--- src/rtl/swj_pkg.sv ---
// ---------------------------------------------------------------------------
// swj_pkg : shared types and constants for the SWJ switch sequencer.
// Rev 1.0 : initial release.
// ---------------------------------------------------------------------------
`default_nettype none

package swj_pkg;

  typedef enum logic [2:0] {
    S_IDLE      = 3'd0,
    S_LAUNCH    = 3'd1,
    S_WAIT_DONE = 3'd2,
    S_DELAY     = 3'd3,
    S_DRAIN     = 3'd4,
    S_FINISH    = 3'd5
  } state_t;

  typedef enum logic [1:0] {
    ST_OK      = 2'd0,
    ST_TIMEOUT = 2'd1,
    ST_BADSEL  = 2'd2,
    ST_ABORT   = 2'd3
  } status_t;

  localparam logic [15:0] JTAG_TO_SWD = 16'hE79E;
  localparam logic [15:0] SWD_TO_JTAG = 16'hE73C;

  function automatic logic [3:0] sat_inc4(input logic [3:0] v);
    return (v == 4'hF) ? v : v + 4'd1;
  endfunction

endpackage

`default_nettype wire

--- src/rtl/swj_switch_sequencer_if.sv ---
// ---------------------------------------------------------------------------
// swj_switch_sequencer_if : go/pattern handshake to the JTAG bit banger.
// Rev 1.0 : initial release.
// ---------------------------------------------------------------------------
`default_nettype none

interface swj_switch_sequencer_if #(
  parameter int pPATTERN_WIDTH = 16
);
  logic [pPATTERN_WIDTH-1:0] bb_pattern;
  logic                      bb_go;
  logic                      bb_busy;
  logic                      bb_done;

  modport master (output bb_pattern, output bb_go, input bb_busy, input bb_done);
  modport slave  (input bb_pattern, input bb_go, output bb_busy, output bb_done);
endinterface

`default_nettype wire

--- src/rtl/swj_switch_sequencer.sv ---
// ---------------------------------------------------------------------------
// swj_switch_sequencer : launches repeated TMS switch sequences on the banger,
// with inter-run gap, per-run timeout, abort/drain and status reporting.
// Rev 1.0 : initial release.
// ---------------------------------------------------------------------------
`default_nettype none

module swj_switch_sequencer
  import swj_pkg::*;
#(
  parameter int pPATTERN_WIDTH = 16,
  parameter int pTIMEOUT_WIDTH = 24
) (
  input  wire logic                      clk,
  input  wire logic                      reset,
  input  wire logic                      start,
  input  wire logic [1:0]                sel,
  input  wire logic [pPATTERN_WIDTH-1:0] custom_pattern,
  input  wire logic [3:0]                repeat_count,
  input  wire logic [15:0]               post_delay,
  input  wire logic [pTIMEOUT_WIDTH-1:0] timeout,
  input  wire logic                      abort,
  swj_switch_sequencer_if.master         bb,
  output logic                           pin_own,
  output logic                           busy,
  output logic                           done,
  output logic                           error,
  output logic [1:0]                     status,
  output logic [3:0]                     seq_count
);

  state_t                    r_state;
  logic [3:0]                r_rep;
  logic [15:0]               r_delay;
  logic [15:0]               r_dly_cnt;
  logic [pTIMEOUT_WIDTH-1:0] r_timeout;
  logic [pTIMEOUT_WIDTH-1:0] r_to_cnt;
  logic                      r_low_seen;

  logic [pPATTERN_WIDTH-1:0] w_sel_pattern;
  logic [pTIMEOUT_WIDTH-1:0] w_to_inc;
  logic                      w_supervised;
  logic                      w_to_expire;

  always_comb begin
    if (sel == 2'd0)      w_sel_pattern = pPATTERN_WIDTH'(JTAG_TO_SWD);
    else if (sel == 2'd1) w_sel_pattern = pPATTERN_WIDTH'(SWD_TO_JTAG);
    else                  w_sel_pattern = custom_pattern;
  end

  // Timeout counter saturates; expiry fires in the timeout-th supervised cycle.
  assign w_to_inc     = (r_to_cnt == '1) ? r_to_cnt : r_to_cnt + pTIMEOUT_WIDTH'(1);
  assign w_supervised = (r_state == S_LAUNCH) || (r_state == S_WAIT_DONE) ||
                        (r_state == S_DRAIN);
  assign w_to_expire  = w_supervised && (r_timeout != '0) && (w_to_inc == r_timeout);

  always_ff @(posedge clk) begin
    if (reset) begin
      r_state       <= S_IDLE;
      r_rep         <= 4'd0;
      r_delay       <= 16'd0;
      r_dly_cnt     <= 16'd0;
      r_timeout     <= '0;
      r_to_cnt      <= '0;
      r_low_seen    <= 1'b0;
      bb.bb_pattern <= '0;
      bb.bb_go      <= 1'b0;
      pin_own       <= 1'b0;
      busy          <= 1'b0;
      done          <= 1'b0;
      error         <= 1'b0;
      status        <= ST_OK;
      seq_count     <= 4'd0;
    end else begin
      done <= 1'b0;
      if (w_supervised) r_to_cnt <= w_to_inc;

      if (w_to_expire) begin
        status   <= ST_TIMEOUT;
        error    <= 1'b1;
        bb.bb_go <= 1'b0;
        r_state  <= S_FINISH;
      end else begin
        case (r_state)
          S_IDLE: begin
            if (start && !done) begin
              if (sel == 2'd3) begin
                status  <= ST_BADSEL;
                error   <= 1'b1;
                r_state <= S_FINISH;
              end else begin
                bb.bb_pattern <= w_sel_pattern;
                r_rep         <= (repeat_count == 4'd0) ? 4'd1 : repeat_count;
                r_delay       <= post_delay;
                r_timeout     <= timeout;
                r_to_cnt      <= '0;
                seq_count     <= 4'd0;
                error         <= 1'b0;
                status        <= ST_OK;
                busy          <= 1'b1;
                pin_own       <= 1'b1;
                bb.bb_go      <= 1'b1;
                r_state       <= S_LAUNCH;
              end
            end
          end

          S_LAUNCH: begin
            if (abort) begin
              status   <= ST_ABORT;
              error    <= 1'b1;
              bb.bb_go <= 1'b0;
              r_state  <= S_FINISH;
            end else if (bb.bb_busy) begin
              bb.bb_go <= 1'b0;
              r_state  <= S_WAIT_DONE;
            end
          end

          S_WAIT_DONE: begin
            if (bb.bb_done) begin
              seq_count <= sat_inc4(seq_count);
              r_dly_cnt <= r_delay;
              if (abort) begin
                status  <= ST_ABORT;
                error   <= 1'b1;
                r_state <= S_FINISH;
              end else begin
                r_state <= S_DELAY;
              end
            end else if (abort) begin
              // Banger is mid-shift: keep the pins until it settles.
              status     <= ST_ABORT;
              error      <= 1'b1;
              bb.bb_go   <= 1'b0;
              r_low_seen <= 1'b0;
              r_state    <= S_DRAIN;
            end
          end

          S_DELAY: begin
            if (abort) begin
              status  <= ST_ABORT;
              error   <= 1'b1;
              r_state <= S_FINISH;
            end else if (r_dly_cnt == 16'd0) begin
              if (seq_count == r_rep) begin
                r_state <= S_FINISH;
              end else begin
                r_to_cnt <= '0;
                bb.bb_go <= 1'b1;
                r_state  <= S_LAUNCH;
              end
            end else begin
              r_dly_cnt <= r_dly_cnt - 16'd1;
            end
          end

          S_DRAIN: begin
            if (bb.bb_done || (!bb.bb_busy && r_low_seen)) r_state <= S_FINISH;
            else r_low_seen <= !bb.bb_busy;
          end

          S_FINISH: begin
            done     <= 1'b1;
            busy     <= 1'b0;
            pin_own  <= 1'b0;
            bb.bb_go <= 1'b0;
            r_state  <= S_IDLE;
          end

          default: r_state <= S_IDLE;
        endcase
      end
    end
  end

endmodule

`default_nettype wire

--- src/flat_wrapper.sv ---
// flat-port wrapper written by rule: the top's interface ports become plain ports
module swj_switch_sequencer_flat import swj_pkg::*;
#(
  parameter int pPATTERN_WIDTH = 16,
  parameter int pTIMEOUT_WIDTH = 24
)
  (clk, reset, start, sel, custom_pattern, repeat_count, post_delay, timeout, abort, pin_own, busy, done, error, status, seq_count, bb_bb_pattern, bb_bb_go, bb_bb_busy, bb_bb_done);
  swj_switch_sequencer_if #(.pPATTERN_WIDTH(pPATTERN_WIDTH)) bb_i ();
  input  wire logic clk;
  input  wire logic reset;
  input  wire logic start;
  input  wire logic [1:0] sel;
  input  wire logic [pPATTERN_WIDTH-1:0] custom_pattern;
  input  wire logic [3:0] repeat_count;
  input  wire logic [15:0] post_delay;
  input  wire logic [pTIMEOUT_WIDTH-1:0] timeout;
  input  wire logic abort;
  output logic pin_own;
  output logic busy;
  output logic done;
  output logic error;
  output logic [1:0] status;
  output logic [3:0] seq_count;
  output wire logic [$bits(bb_i.bb_pattern)-1:0] bb_bb_pattern;
  output wire logic [$bits(bb_i.bb_go)-1:0] bb_bb_go;
  input wire logic [$bits(bb_i.bb_busy)-1:0] bb_bb_busy;
  input wire logic [$bits(bb_i.bb_done)-1:0] bb_bb_done;
  assign bb_bb_pattern = bb_i.bb_pattern;
  assign bb_bb_go = bb_i.bb_go;
  assign bb_i.bb_busy = bb_bb_busy;
  assign bb_i.bb_done = bb_bb_done;
  swj_switch_sequencer #(.pPATTERN_WIDTH(pPATTERN_WIDTH), .pTIMEOUT_WIDTH(pTIMEOUT_WIDTH)) u_core (.clk(clk), .reset(reset), .start(start), .sel(sel), .custom_pattern(custom_pattern), .repeat_count(repeat_count), .post_delay(post_delay), .timeout(timeout), .abort(abort), .bb(bb_i), .pin_own(pin_own), .busy(busy), .done(done), .error(error), .status(status), .seq_count(seq_count));
endmodule
--- config.mk ---
export PLATFORM = sky130hd
export DESIGN_NAME = swj_switch_sequencer_flat
export DESIGN_NICKNAME = d
export VERILOG_FILES = /design/src/rtl/swj_pkg.sv /design/src/rtl/swj_switch_sequencer_if.sv /design/src/rtl/swj_switch_sequencer.sv /design/src/flat_wrapper.sv
export SDC_FILE = /design/constraint.sdc
export NUM_CORES = 1
export LEC_CHECK = 0
export BUFFER_PORTS_ARGS = -buffer_cell sky130_fd_sc_hd__buf_2
export CORE_MARGIN = 2
export CORE_UTILIZATION = 35
export DETAILED_ROUTE_END_ITERATION = 8
export PLACE_DENSITY = 0.52
export SLEW_MARGIN = 20
export SYNTH_ARGS = -nofsm -noshare
export SYNTH_HDL_FRONTEND = slang
export SYNTH_SLANG_ARGS = --single-unit
--- constraint.sdc ---
create_clock -name clk -period 3.96 [get_ports clk]
set_clock_uncertainty 0.2 [all_clocks]
set_input_delay 0.792 -clock clk [delete_from_list [all_inputs] [get_ports clk]]
set_output_delay 0.792 -clock clk [all_outputs]
set_load 0.005 [all_outputs]
==> summary.txt, run 1 <==
STA
  • Fmax: about 0.27 GHz
  • Max-slew violation count: 0
  • Final Hold Vio Count: 0
  • Least-Margin Pin Slew: between 900 and 1000 ps
  • Final worst path period share: 0.922
  • Setup TNS: 0 ps
  • Minimum clock period after layout: roughly 3700 ps
  • Final setup fails: 0
  • Slew headroom: 0.352
  • RSZ-0062 raised after global routing: no

Power
  • P per Cell Area: 549 nW/um^2
  • Max IR drop VDD: about 0.00030 V
  • P_leak: approximately 2.8 nW

Cells and area
  • Area delta synth->final: 19.9%
  • Fillers: between 1.5k and 2k
  • Layout cells sized above 1: 0.183
  • Final net count: a little under 1k
  • Post-Layout Cell Count: about 1.2k
  • Area of the multi-input gates: ~3700 sq um
  • Register Area: between 2000 and 2500 sq um
  • # diodes: 0

Setup path
  • Worst setup SP type: flip-flop
  • Crit-path slowest cell: or4_1
  • Critical Path End Type: flip-flop
  • Setup CP Type: flip-flop to flip-flop
  • Arrival time at the worst endpoint: around 3700 ps
  • FF-to-FF End: u_core.r_to_cnt[3]
  • WP buf/inv: 2
  • CP Data Required Time: between 4000 and 5000 ps
  • Crit-path cells: inv_1 > ha_1 > or3b_1 > or4_1 > or3_1 > nor3_2 > or3_1 > a21oi_1 > nor4b_2 > or2_1 > buf_4 > nor2_1
  • R2r setup slk: around 310 ps
  • Delay-heaviest family, CP: simple AND/OR/NAND/NOR gates
  • Worst reg-to-reg path cell count: 12
  • Worst r2r src: u_core.r_dly_cnt[0]
  • Worst-path fanout max: 24
  • Max stage delay on crit path: between 500 and 600 ps
  • Critical path's most frequent cell: or3_1

Min path
  • Worst Hold Path EP: u_core.bb.bb_pattern[3]
  • Cells on Worst Hold Path: 2
  • Hold path start: u_core.bb.bb_pattern[3]
  • Tightest Hold Check Type: flip-flop to flip-flop

Clocking
  • CTS buffer count: 17
  • Post-CTS setup buffer count: 0
  • CTS root buffer: clkbuf_16
  • CTS Buffer Depth: 2
  • CTS tree: done
  • CTS H-tree lvls: 4
  • Worst skew pair latency: 420 ps
  • Sink Count: ~110
  • Worst-path clk slew: ~60 ps
  • # hold bufs at CTS: 0
  • Cts repair resizes: 0

Drt
  • Remaining antenna violation count: 0
  • Via density: ~5.3
  • Number of DRC markers in iteration 0: 360
  • Drt total wl: approximately 18 mm
  • Post-route DRC: 0
  • Wirelength per Cell: approximately 16 um
  • Drt pass-1 iters: 5
  • Via count: a little over 6k

Global route
  • Largest net degree at the start of global routing: roughly 80
  • Gr usage total: 0.190
  • Global-route wire length before repair: ~30 mm
  • GRT Residual Overflow: 0
  • Initial antenna violation count: 0
  • Vias in the first global route: roughly 5.8k

Logic synthesis
  • Total nets after synthesis: 910
  • #FFs+latches synth: about 110
  • Synth Warn #: 0
  • Post-synthesis cell count: between 800 and 900
  • Mapped Avg Cell Area: 7.51 sq um
  • Seq/Total Area, Yosys: 0.362
  • Synth top area cells: dfxtp_1 (36%), nand2_1 (8.8%), a21oi_1 (7.5%), xnor2_1 (5.0%), o21ai_0 (4.1%)
  • Post-synth ARST share: 0
  • Post-synth cell types: 66
  • Most common flop cell mapped by yosys: dfxtp_1
  • Yosys top cell area share: 0.362
  • Mapped Area: approximately 6300 sq um
  • Number of synthesized flops with an enable pin: 0
  • Most area-hungry cell type in the Yosys netlist: dfxtp_1

Run
  • Maxcap violations: 0

Placement
  • Detailed Place HPWL: 13.0 mm
  • Inst Count DP: around 1.1k
  • Routability congestion estimate: around 0.91
  • PortBufs: 94

Floorplanning
  • Die Y: approximately 140 um
  • Die width: roughly 140 um
  • Starting density of the core: 0.353
  • Row cnt: 49
  • Die Area: about 19,000 sq um
  • Core Area: 17,800 sq um
  • Number of top-level pins: 95

Outcome
  • Run status: finished, final reports clean
[kinds of logic after synthesis]
group                      share of synthesized area
buffers and inverters                         0.0532
AOI/OAI and AO/OA                              0.181
adders and majority gates                    0.00596
muxes                                         0.0131
and+or+nand+nor                                0.308
xor gates and xnor gates                      0.0764
DFF                                            0.362
[cell type report]
class                      count  area share
clock buffer                  18      0.0568
clock inverter                13      0.0180
multi-input combinational    651       0.489
sequential                   114       0.302
tap                          229      0.0379
timing repair buffer         119      0.0891
inverter                      14     0.00695
[synthesized netlist by cell type (3+ instances only)]
library cell and n:
nand2_1 148, dfxtp_1 114, a21oi_1 95, nor2_1 65, o21ai_0 52, clkbuf_1 39, nor3_1 37, xnor2_1 36
nand3_1 27, nor2b_1 19, xor2_1 19, o31ai_1 15, nand4_1 14, inv_1 13, nor4_1 13, buf_2 12
or3_1 12, and4_1 8, a211oi_1 7, and3_1 7, nand2b_1 7, mux2i_1 6, nor3b_1 5, o211ai_1 5
buf_6 4, a21o_1 3, buf_4 3, ha_1 3, or2_2 3, or3b_1 3
[worst min-delay path, stage by stage, from the launching register on]
cell and delay, ps:
dfxtp_1 310, nand2_1 50, a21oi_1 50
[stage by stage]
step           cell area, sq um   util  hold WS [ps]  power (mW)  setup slack [ps]
6_report                   7560  0.424           249        4.15               308
4_1_cts                    7560  0.424           254        4.20               283
3_5_place_dp               6990  0.392           244        2.70               318
2_1_floorplan              6300      -           237        2.28               619
3_3_place_gp               6990  0.392           236        2.71               334
5_1_grt                    7560  0.424           271        4.42              14.2
[layer usage]
layer | share of wire | global-route usage | vias up
met5 | 0 | 0 | -
met4 | 0.020 | 0.0698 | 0
met3 | 0.053 | 0.0450 | 20
met2 | 0.47 | 0.308 | 168
met1 | 0.46 | 0.249 | 2845
li1 | - | - | 3087
[registers in the layout (all words and copies together), names as in the netlist]
name and flops:
u_core.r_to_cnt 24, u_core.done 1, u_core.seq_count 4, u_core.r_dly_cnt 16, u_core.error 1, u_core.status 2, u_core.pin_own 1, u_core.r_delay 16
u_core.r_low_seen 1, u_core.r_rep 4, u_core.r_timeout 24, u_core.r_state 3, u_core.bb.bb_go 1, u_core.bb.bb_pattern 16
[power breakdown]
| group | leakage, nW | internal (mW) | switching, mW |
|---|---|---|---|
| combinational | 1.63 | 0.470 | 0.752 |
| clock | 0.268 | 0.920 | 0.562 |
| sequential | 0.927 | 1.30 | 0.144 |
[placed cells by master (no fill, tap or decap), types with 3 or more instances in the layout]
cell type / instances
nor4_1: 13
o31ai_1: 15
a21o_1: 3
clkbuf_16: 17
a211oi_1: 7
nand2b_1: 7
nand3_1: 27
buf_2: 93
nand2_1: 147
buf_4: 25
clkinvlp_4: 4
clkinv_2: 4
xnor2_1: 36
and4_1: 8
and3_1: 7
ha_1: 3
nand4_1: 14
inv_1: 13
o211ai_1: 5
nor3b_1: 5
or3_1: 12
or2_2: 3
xor2_1: 19
a21oi_1: 94
nor3_1: 37
nor2_1: 65
dfxtp_1: 114
mux2i_1: 6
nor2b_1: 19
o21ai_0: 52
or3b_1: 3
[worst max-delay path by stage]
| stage | slack (ps) | depth (start not counted) | endpoint | start |
|---|---|---|---|---|
| after CTS | 280 | 12 | u_core.r_to_cnt[16] | u_core.r_dly_cnt[0] |
| after detailed placement | 320 | 12 | u_core.r_to_cnt[3] | u_core.r_dly_cnt[0] |
| after floorplan | 620 | 11 | u_core.r_dly_cnt[1] | u_core.r_to_cnt[0] |
| after global placement | 330 | 12 | u_core.r_to_cnt[10] | u_core.r_dly_cnt[0] |
| final | 310 | 12 | u_core.r_to_cnt[3] | u_core.r_dly_cnt[0] |
| after global routing | 10 | 12 | u_core.r_to_cnt[9] | u_core.r_dly_cnt[0] |
Power figures use the tool's default switching activity.
==> run 2, diff against run 1 <==
PLACE_DENSITY = 0.54   (was 0.52)
REMOVE_ABC_BUFFERS = 1   (was not set)
SKIP_LAST_GASP = 1   (was not set)
clock period = 2.98 ns   (was 3.96 ns; I/O delays follow)
==> run 2 against run 1 <==
  * The flow now finishes with violations (negative setup slack)
  * Non-clock buffer count is 100 higher
  * Sequential power up 31%
  * Critical endpoint is now u_core.r_to_cnt[11]
  * First-iteration DRC count down 11%
  * Critical path type unchanged
==> summary.txt, run 2 (synthesis gave the netlist of run 1 again) <==
Outcome
  • Run status: finished, violations left (was finished, final reports clean)
  • Failing checks: negative setup slack

Setup path
  • Worst Setup SP: u_core.r_dly_cnt[1] (was u_core.r_dly_cnt[0])
  • CP Data Required Time: 3090 ps (was 4050 ps)
  • WP buf/inv: 2 (unchanged)
  • Delay-heaviest family, CP: simple AND/OR/NAND/NOR gates (unchanged)
  • Critical Path End Type: flip-flop (unchanged)
  • FF-to-FF End: u_core.r_to_cnt[11] (was u_core.r_to_cnt[3])
  • Setup CP Type: flip-flop to flip-flop (unchanged)
  • Critical path's most frequent cell: or3_4 (was or3_1)
  • Worst reg-to-reg path cell count: 12 (unchanged)
  • Max stage delay on crit path: 430 ps (was 520 ps)
  • Crit-path slowest cell: or3_4 (was or4_1)
  • R2r setup slk: -220 ps (was 310 ps)
  • Worst setup SP type: flip-flop (unchanged)
  • Last element of the critical path: u_core.r_to_cnt[11] (was u_core.r_to_cnt[3])
  • Crit-path cells: inv_2 > ha_4 > or3b_4 > or4_4 > or3_4 > nor3_4 > or3_4 > a21oi_2 > nor4b_2 > or2_4 > clkbuf_16 > nor2_1 (was inv_1 > ha_1 > or3b_1 > or4_1 > or3_1 > nor3_2 > or3_1 > a21oi_1 > nor4b_2 > or2_1 > buf_4 > nor2_1)
  • Worst path depth: 12 (unchanged)
  • Worst-path fanout max: 12 (was 24)
  • Worst r2r src: u_core.r_dly_cnt[1] (was u_core.r_dly_cnt[0])
  • Arrival time at the worst endpoint: 3310 ps (was 3740 ps)

Placement
  • Inst Count DP: 1,219 (was 1,127)
  • Routability congestion estimate: 0.893 (was 0.912)
  • DP Worst Slack: -428 ps (was 318 ps)
  • PortBufs: 94 (unchanged)
  • Post-DP Area: 7680 sq um (was 6990 sq um)
  • Detailed Place HPWL: 13.9 mm (was 13.0 mm)

Power
  • P per Cell Area: 687 nW/um^2 (was 549 nW/um^2)
  • Max IR drop VDD: 0.000611 V (was 0.000301 V)
  • P_leak: 3.39 nW (was 2.82 nW)
  • Total Power: 5.86 mW (was 4.15 mW)

Clocking
  • Worst skew pair latency: 420 ps (about the same)
  • CTS Buffer Depth: 2 (unchanged)
  • CTS tree: done (unchanged)
  • Sink Count: 114 (unchanged)
  • CTS H-tree lvls: 4 (unchanged)
  • CTS buffer count: 17 (unchanged)
  • CTS root buffer: clkbuf_16 (unchanged)
  • # hold bufs at CTS: 0 (unchanged)
  • Worst-path clk slew: 60 ps (about the same)

STA
  • Final worst path period share: 1.07 (was 0.922)
  • Slew headroom: 0.549 (was 0.352)
  • Least-Margin Pin Slew: 676 ps (was 970 ps)
  • RSZ-0062 raised after global routing: yes (was no)
  • Final Hold Vio Count: 0 (unchanged)
  • Fmax: 0.312 GHz (was 0.274 GHz)
  • Final setup fails: 51 (was 0)
  • Minimum clock period after layout: 3200 ps (was 3650 ps)
  • Setup slack after layout: -222 ps (was 308 ps)
  • Hold WS: 204 ps (was 249 ps)
  • Setup TNS: -8440 ps (was 0 ps)
  • Max-slew violation count: 0 (unchanged)

Drt
  • Remaining antenna violation count: 0 (unchanged)
  • Number of DRC markers in iteration 0: 321 (was 360)
  • Drt pass-1 iters: 5 (unchanged)
  • Wirelength per Cell: 15.1 um (was 15.6 um)
  • Via density: 5.13 (was 5.28)
  • Drt total wl: 19.0 mm (was 18.1 mm)
  • Via count: 6,456 (was 6,120)
  • Post-route DRC: 0 (unchanged)

Cells and area
  • Fillers: 1,750 (was 1,893)
  • Design area: 8520 sq um (was 7560 sq um)
  • Biggest regs: u_core.r_timeout (24), u_core.r_to_cnt (24) (unchanged)
  • Area delta synth->final: 35.2% (was 19.9%)
  • Post-layout util: 0.478 (was 0.424)
  • Layout cells sized above 1: 0.299 (was 0.183)
  • Final net count: 1,088 (was 988)
  • Post-Layout Cell Count: 1,259 (was 1,158)
  • Commonest non-fill, non-tap cells in the layout: nand2_1 (146), buf_4 (117), dfxtp_1 (101) (was nand2_1 (147), dfxtp_1 (114), a21oi_1 (94))
  • Most common cell after layout, fill and taps aside: nand2_1 (unchanged)

Floorplanning
  • Row cnt: 49 (unchanged)
  • Die width: 138 um (unchanged)
  • Core Area: 17,800 sq um (unchanged)
  • Starting density of the core: 0.353 (unchanged)
  • Number of top-level pins: 95 (unchanged)
  • Die Area: 19,100 sq um (unchanged)
  • Die Y: 138 um (unchanged)

Min path
  • Tightest Hold Check Type: input port to flip-flop (was flip-flop to flip-flop)

Global route
  • Largest net degree at the start of global routing: 60 (was 82)
  • Vias in the first global route: 5,896 (was 5,751)
  • Global-route wire length before repair: 30.7 mm (was 29.7 mm)
  • Gr usage total: 0.197 (was 0.190)
  • GRT Residual Overflow: 0 (unchanged)
  • Initial antenna violation count: 0 (unchanged)

Run
  • Maxcap violations: 0 (unchanged)
## run 2: tightest hold or removal path: stages
cell     delay, ps
buf_2           90
nand2_1         40
a21oi_1         50
## run 2: how the worst min path moves through the flow
stage / from / endpoint / cells after the start
2_1_floorplan: u_core.r_delay[10] / u_core.r_delay[10] / 2
3_3_place_gp: u_core.bb.bb_pattern[2] / u_core.bb.bb_pattern[2] / 2
3_5_place_dp: u_core.bb.bb_pattern[6] / u_core.bb.bb_pattern[6] / 2
4_1_cts: post_delay[5] / u_core.r_delay[5] / 3
5_1_grt: post_delay[10] / u_core.r_delay[10] / 3
6_report: post_delay[12] / u_core.r_delay[12] / 3
## run 2: cell type report
| cell class | instances | area (sq um) | area share |
|---|---|---|---|
| well taps | 229 | 287 | 0.0336 |
| repair buffers | 219 | 1480 | 0.174 |
| clock buffers | 20 | 447 | 0.0524 |
| flip-flops and latches | 114 | 2300 | 0.270 |
| multi-input cells | 651 | 3820 | 0.448 |
| inverters | 14 | 52.6 | 0.00617 |
| clock inverters | 11 | 130 | 0.0153 |
| diodes | 1 | 2.50 | 0.000294 |
## run 2: repair_timing
item | CTS | global route
pin swaps | 9 | 13
setup buffers | 6 | 0
gates cloned | 1 | 2
gates resized for setup | 34 | 19
endpoints found under the setup margin | 52 | 52
## run 2: routing by layer
layer / wire length, um / track usage / vias to the layer above / share of wire
met5: 0 / 0 / - / 0
met4: 313 / 0.0650 / 0 / 0.016
met3: 939 / 0.0398 / 22 / 0.049
met2: 8950 / 0.319 / 160 / 0.47
met1: 8830 / 0.265 / 2985 / 0.46
li1: - / - / 3289 / -
## run 2: power by group
| part | internal, mW | switching, mW | total [mW] |
|---|---|---|---|
| logic | 0.817 | 1.14 | 1.96 |
| clock network | 1.25 | 0.753 | 2.01 |
| registers | 1.73 | 0.164 | 1.89 |
==> run 3, diff against run 2 <==
SKIP_CTS_REPAIR_TIMING = 1   (was not set)
==> run 3 against run 2 <==
  * The run still ends with negative setup slack left
  * Hold slack better by 1.2 ps
  * Die area unchanged
  * Clock-buffer cell count did not move
  * Clock power about the same
  * Via count is the same
  * Global-route usage decreased by 0.18 points
  * Critical endpoint is now u_core.r_dly_cnt[1]
  * Largest cell class unchanged
  * Highest routed layer unchanged
==> summary.txt, run 3 (synthesis gave the netlist of run 1 again) <==
Outcome
  • Run status: finished, violations left (unchanged)
  • Failing checks: negative setup slack (unchanged)

Run
  • Maxcap violations: 0 (unchanged)

Setup path
  • Setup CP Type: flip-flop to flip-flop (unchanged)
  • Worst setup SP type: flip-flop (unchanged)
  • CP Data Required Time: 3080 ps (was 3090 ps)
  • Worst-path fanout max: 4 (was 12)
  • Critical Path End Type: flip-flop (unchanged)
  • Arrival time at the worst endpoint: 3370 ps (was 3310 ps)

Placement
  • DP Worst Slack: -428 ps (unchanged)
  • PortBufs: 94 (unchanged)
  • Post-DP Area: 7680 sq um (unchanged)
  • Routability congestion estimate: 0.893 (unchanged)
  • Detailed Place HPWL: 13.9 mm (unchanged)
  • Inst Count DP: 1,219 (unchanged)

Drt
  • Drt pass-1 iters: 5 (unchanged)
  • Via count: 6,456 (unchanged)
  • Number of DRC markers in iteration 0: 344 (was 321)
  • Remaining antenna violation count: 0 (unchanged)
  • Post-route DRC: 0 (unchanged)
  • Wirelength per Cell: 15.2 um (was 15.1 um)
  • Drt total wl: 19.2 mm (was 19.0 mm)
  • Via density: 5.11 (was 5.13)

Floorplanning
  • Die Y: 138 um (unchanged)
  • Number of top-level pins: 95 (unchanged)
  • Core Area: 17,800 sq um (unchanged)
  • Die width: 138 um (unchanged)
  • Row cnt: 49 (unchanged)
  • Starting density of the core: 0.353 (unchanged)
  • Die Area: 19,100 sq um (unchanged)

STA
  • Final Hold Vio Count: 0 (unchanged)
  • Setup slack after layout: -292 ps (was -222 ps)
  • Final worst path period share: 1.10 (was 1.07)
  • Max-slew violation count: 0 (unchanged)
  • Least-Margin Pin Slew: 687 ps (was 676 ps)
  • Final setup fails: 52 (was 51)
  • Minimum clock period after layout: 3270 ps (was 3200 ps)
  • Fmax: 0.306 GHz (was 0.312 GHz)
  • Setup TNS: -10,800 ps (was -8440 ps)
  • Hold WS: 205 ps (was 204 ps)
  • RSZ-0062 raised after global routing: yes (unchanged)
  • Slew headroom: 0.542 (was 0.549)

Power
  • P_leak: 3.43 nW (was 3.39 nW)
  • P per Cell Area: 686 nW/um^2 (was 687 nW/um^2)
  • Total Power: 5.87 mW (was 5.86 mW)
  • Max IR drop VDD: 0.000605 V (was 0.000611 V)

Global route
  • Gr usage total: 0.196 (was 0.197)
  • Largest net degree at the start of global routing: 60 (unchanged)
  • Initial antenna violation count: 0 (unchanged)
  • GRT Residual Overflow: 0 (unchanged)
  • Vias in the first global route: 5,877 (was 5,896)
  • Global-route wire length before repair: 30.5 mm (was 30.7 mm)

Cells and area
  • Most common cell after layout, fill and taps aside: nand2_1 (unchanged)
  • Design area: 8560 sq um (was 8520 sq um)
  • Commonest non-fill, non-tap cells in the layout: nand2_1 (146), buf_4 (119), dfxtp_1 (98) (was nand2_1 (146), buf_4 (117), dfxtp_1 (101))
  • Area delta synth->final: 35.9% (was 35.2%)
  • Layout cells sized above 1: 0.302 (was 0.299)
  • Biggest regs: u_core.r_timeout (24), u_core.r_to_cnt (24) (unchanged)
  • Final net count: 1,092 (was 1,088)
  • Post-layout util: 0.480 (was 0.478)
  • Post-Layout Cell Count: 1,263 (was 1,259)

Clocking
  • CTS tree: done (unchanged)
  • CTS Buffer Depth: 2 (unchanged)
  • CTS root buffer: clkbuf_16 (unchanged)
  • Sink Count: 114 (unchanged)
  • Worst skew pair latency: 420 ps (about the same)
  • CTS buffer count: 17 (unchanged)
  • CTS H-tree lvls: 4 (unchanged)
  • Worst-path clk slew: 60 ps (about the same)

Min path
  • Tightest Hold Check Type: input port to flip-flop (unchanged)
run 3: power by group:
| part | switching, mW | total (mW) | internal [mW] |
|---|---|---|---|
| combinational | 1.15 | 1.97 | 0.827 |
| sequential | 0.164 | 1.89 | 1.73 |
| clock | 0.751 | 2.00 | 1.25 |
| total | 2.06 | 5.87 | 3.81 |
run 3: path summary, 6_finish.rpt:
| kind | start | end | depth (start not counted) | slack (ps) |
|---|---|---|---|---|
| setup / recovery | u_core.r_to_cnt[4] | u_core.r_dly_cnt[1] | 9 | -290 |
| hold / removal | post_delay[5] | u_core.r_delay[5] | 3 | 210 |
| setup reg to reg | u_core.r_to_cnt[4] | u_core.r_dly_cnt[1] | 9 | -290 |
| hold reg to reg | u_core.bb.bb_pattern[6] | u_core.bb.bb_pattern[6] | 2 | 250 |
run 3: layout make-up:
cell class | instances | area (sq um)
fillers | 1750 | 9280
repair buffers | 223 | 1520
flip-flops and latches | 114 | 2300
clock buffers | 20 | 447
diodes | 1 | 2.50
inverters | 14 | 52.6
multi-input cells | 651 | 3820
well taps | 229 | 287
clock inverters | 11 | 130
run 3: metal layers:
metal / GRT usage / part of all wire / up-vias
li1: - / - / 3301
met1: 0.263 / 0.47 / 2990
met2: 0.316 / 0.47 / 144
met3: 0.0395 / 0.046 / 21
met4: 0.0634 / 0.014 / 0
met5: 0 / 0 / -
run 3: worst max-delay path: stages (launching register included):
cell and delay (ps):
dfxtp_1 400, and4_2 320, nand4_1 180, a211oi_2 230
mux2i_1 300, o2111ai_2 180, or4_4 560, nor3_4 280
nand2b_4 200, mux2_4 300
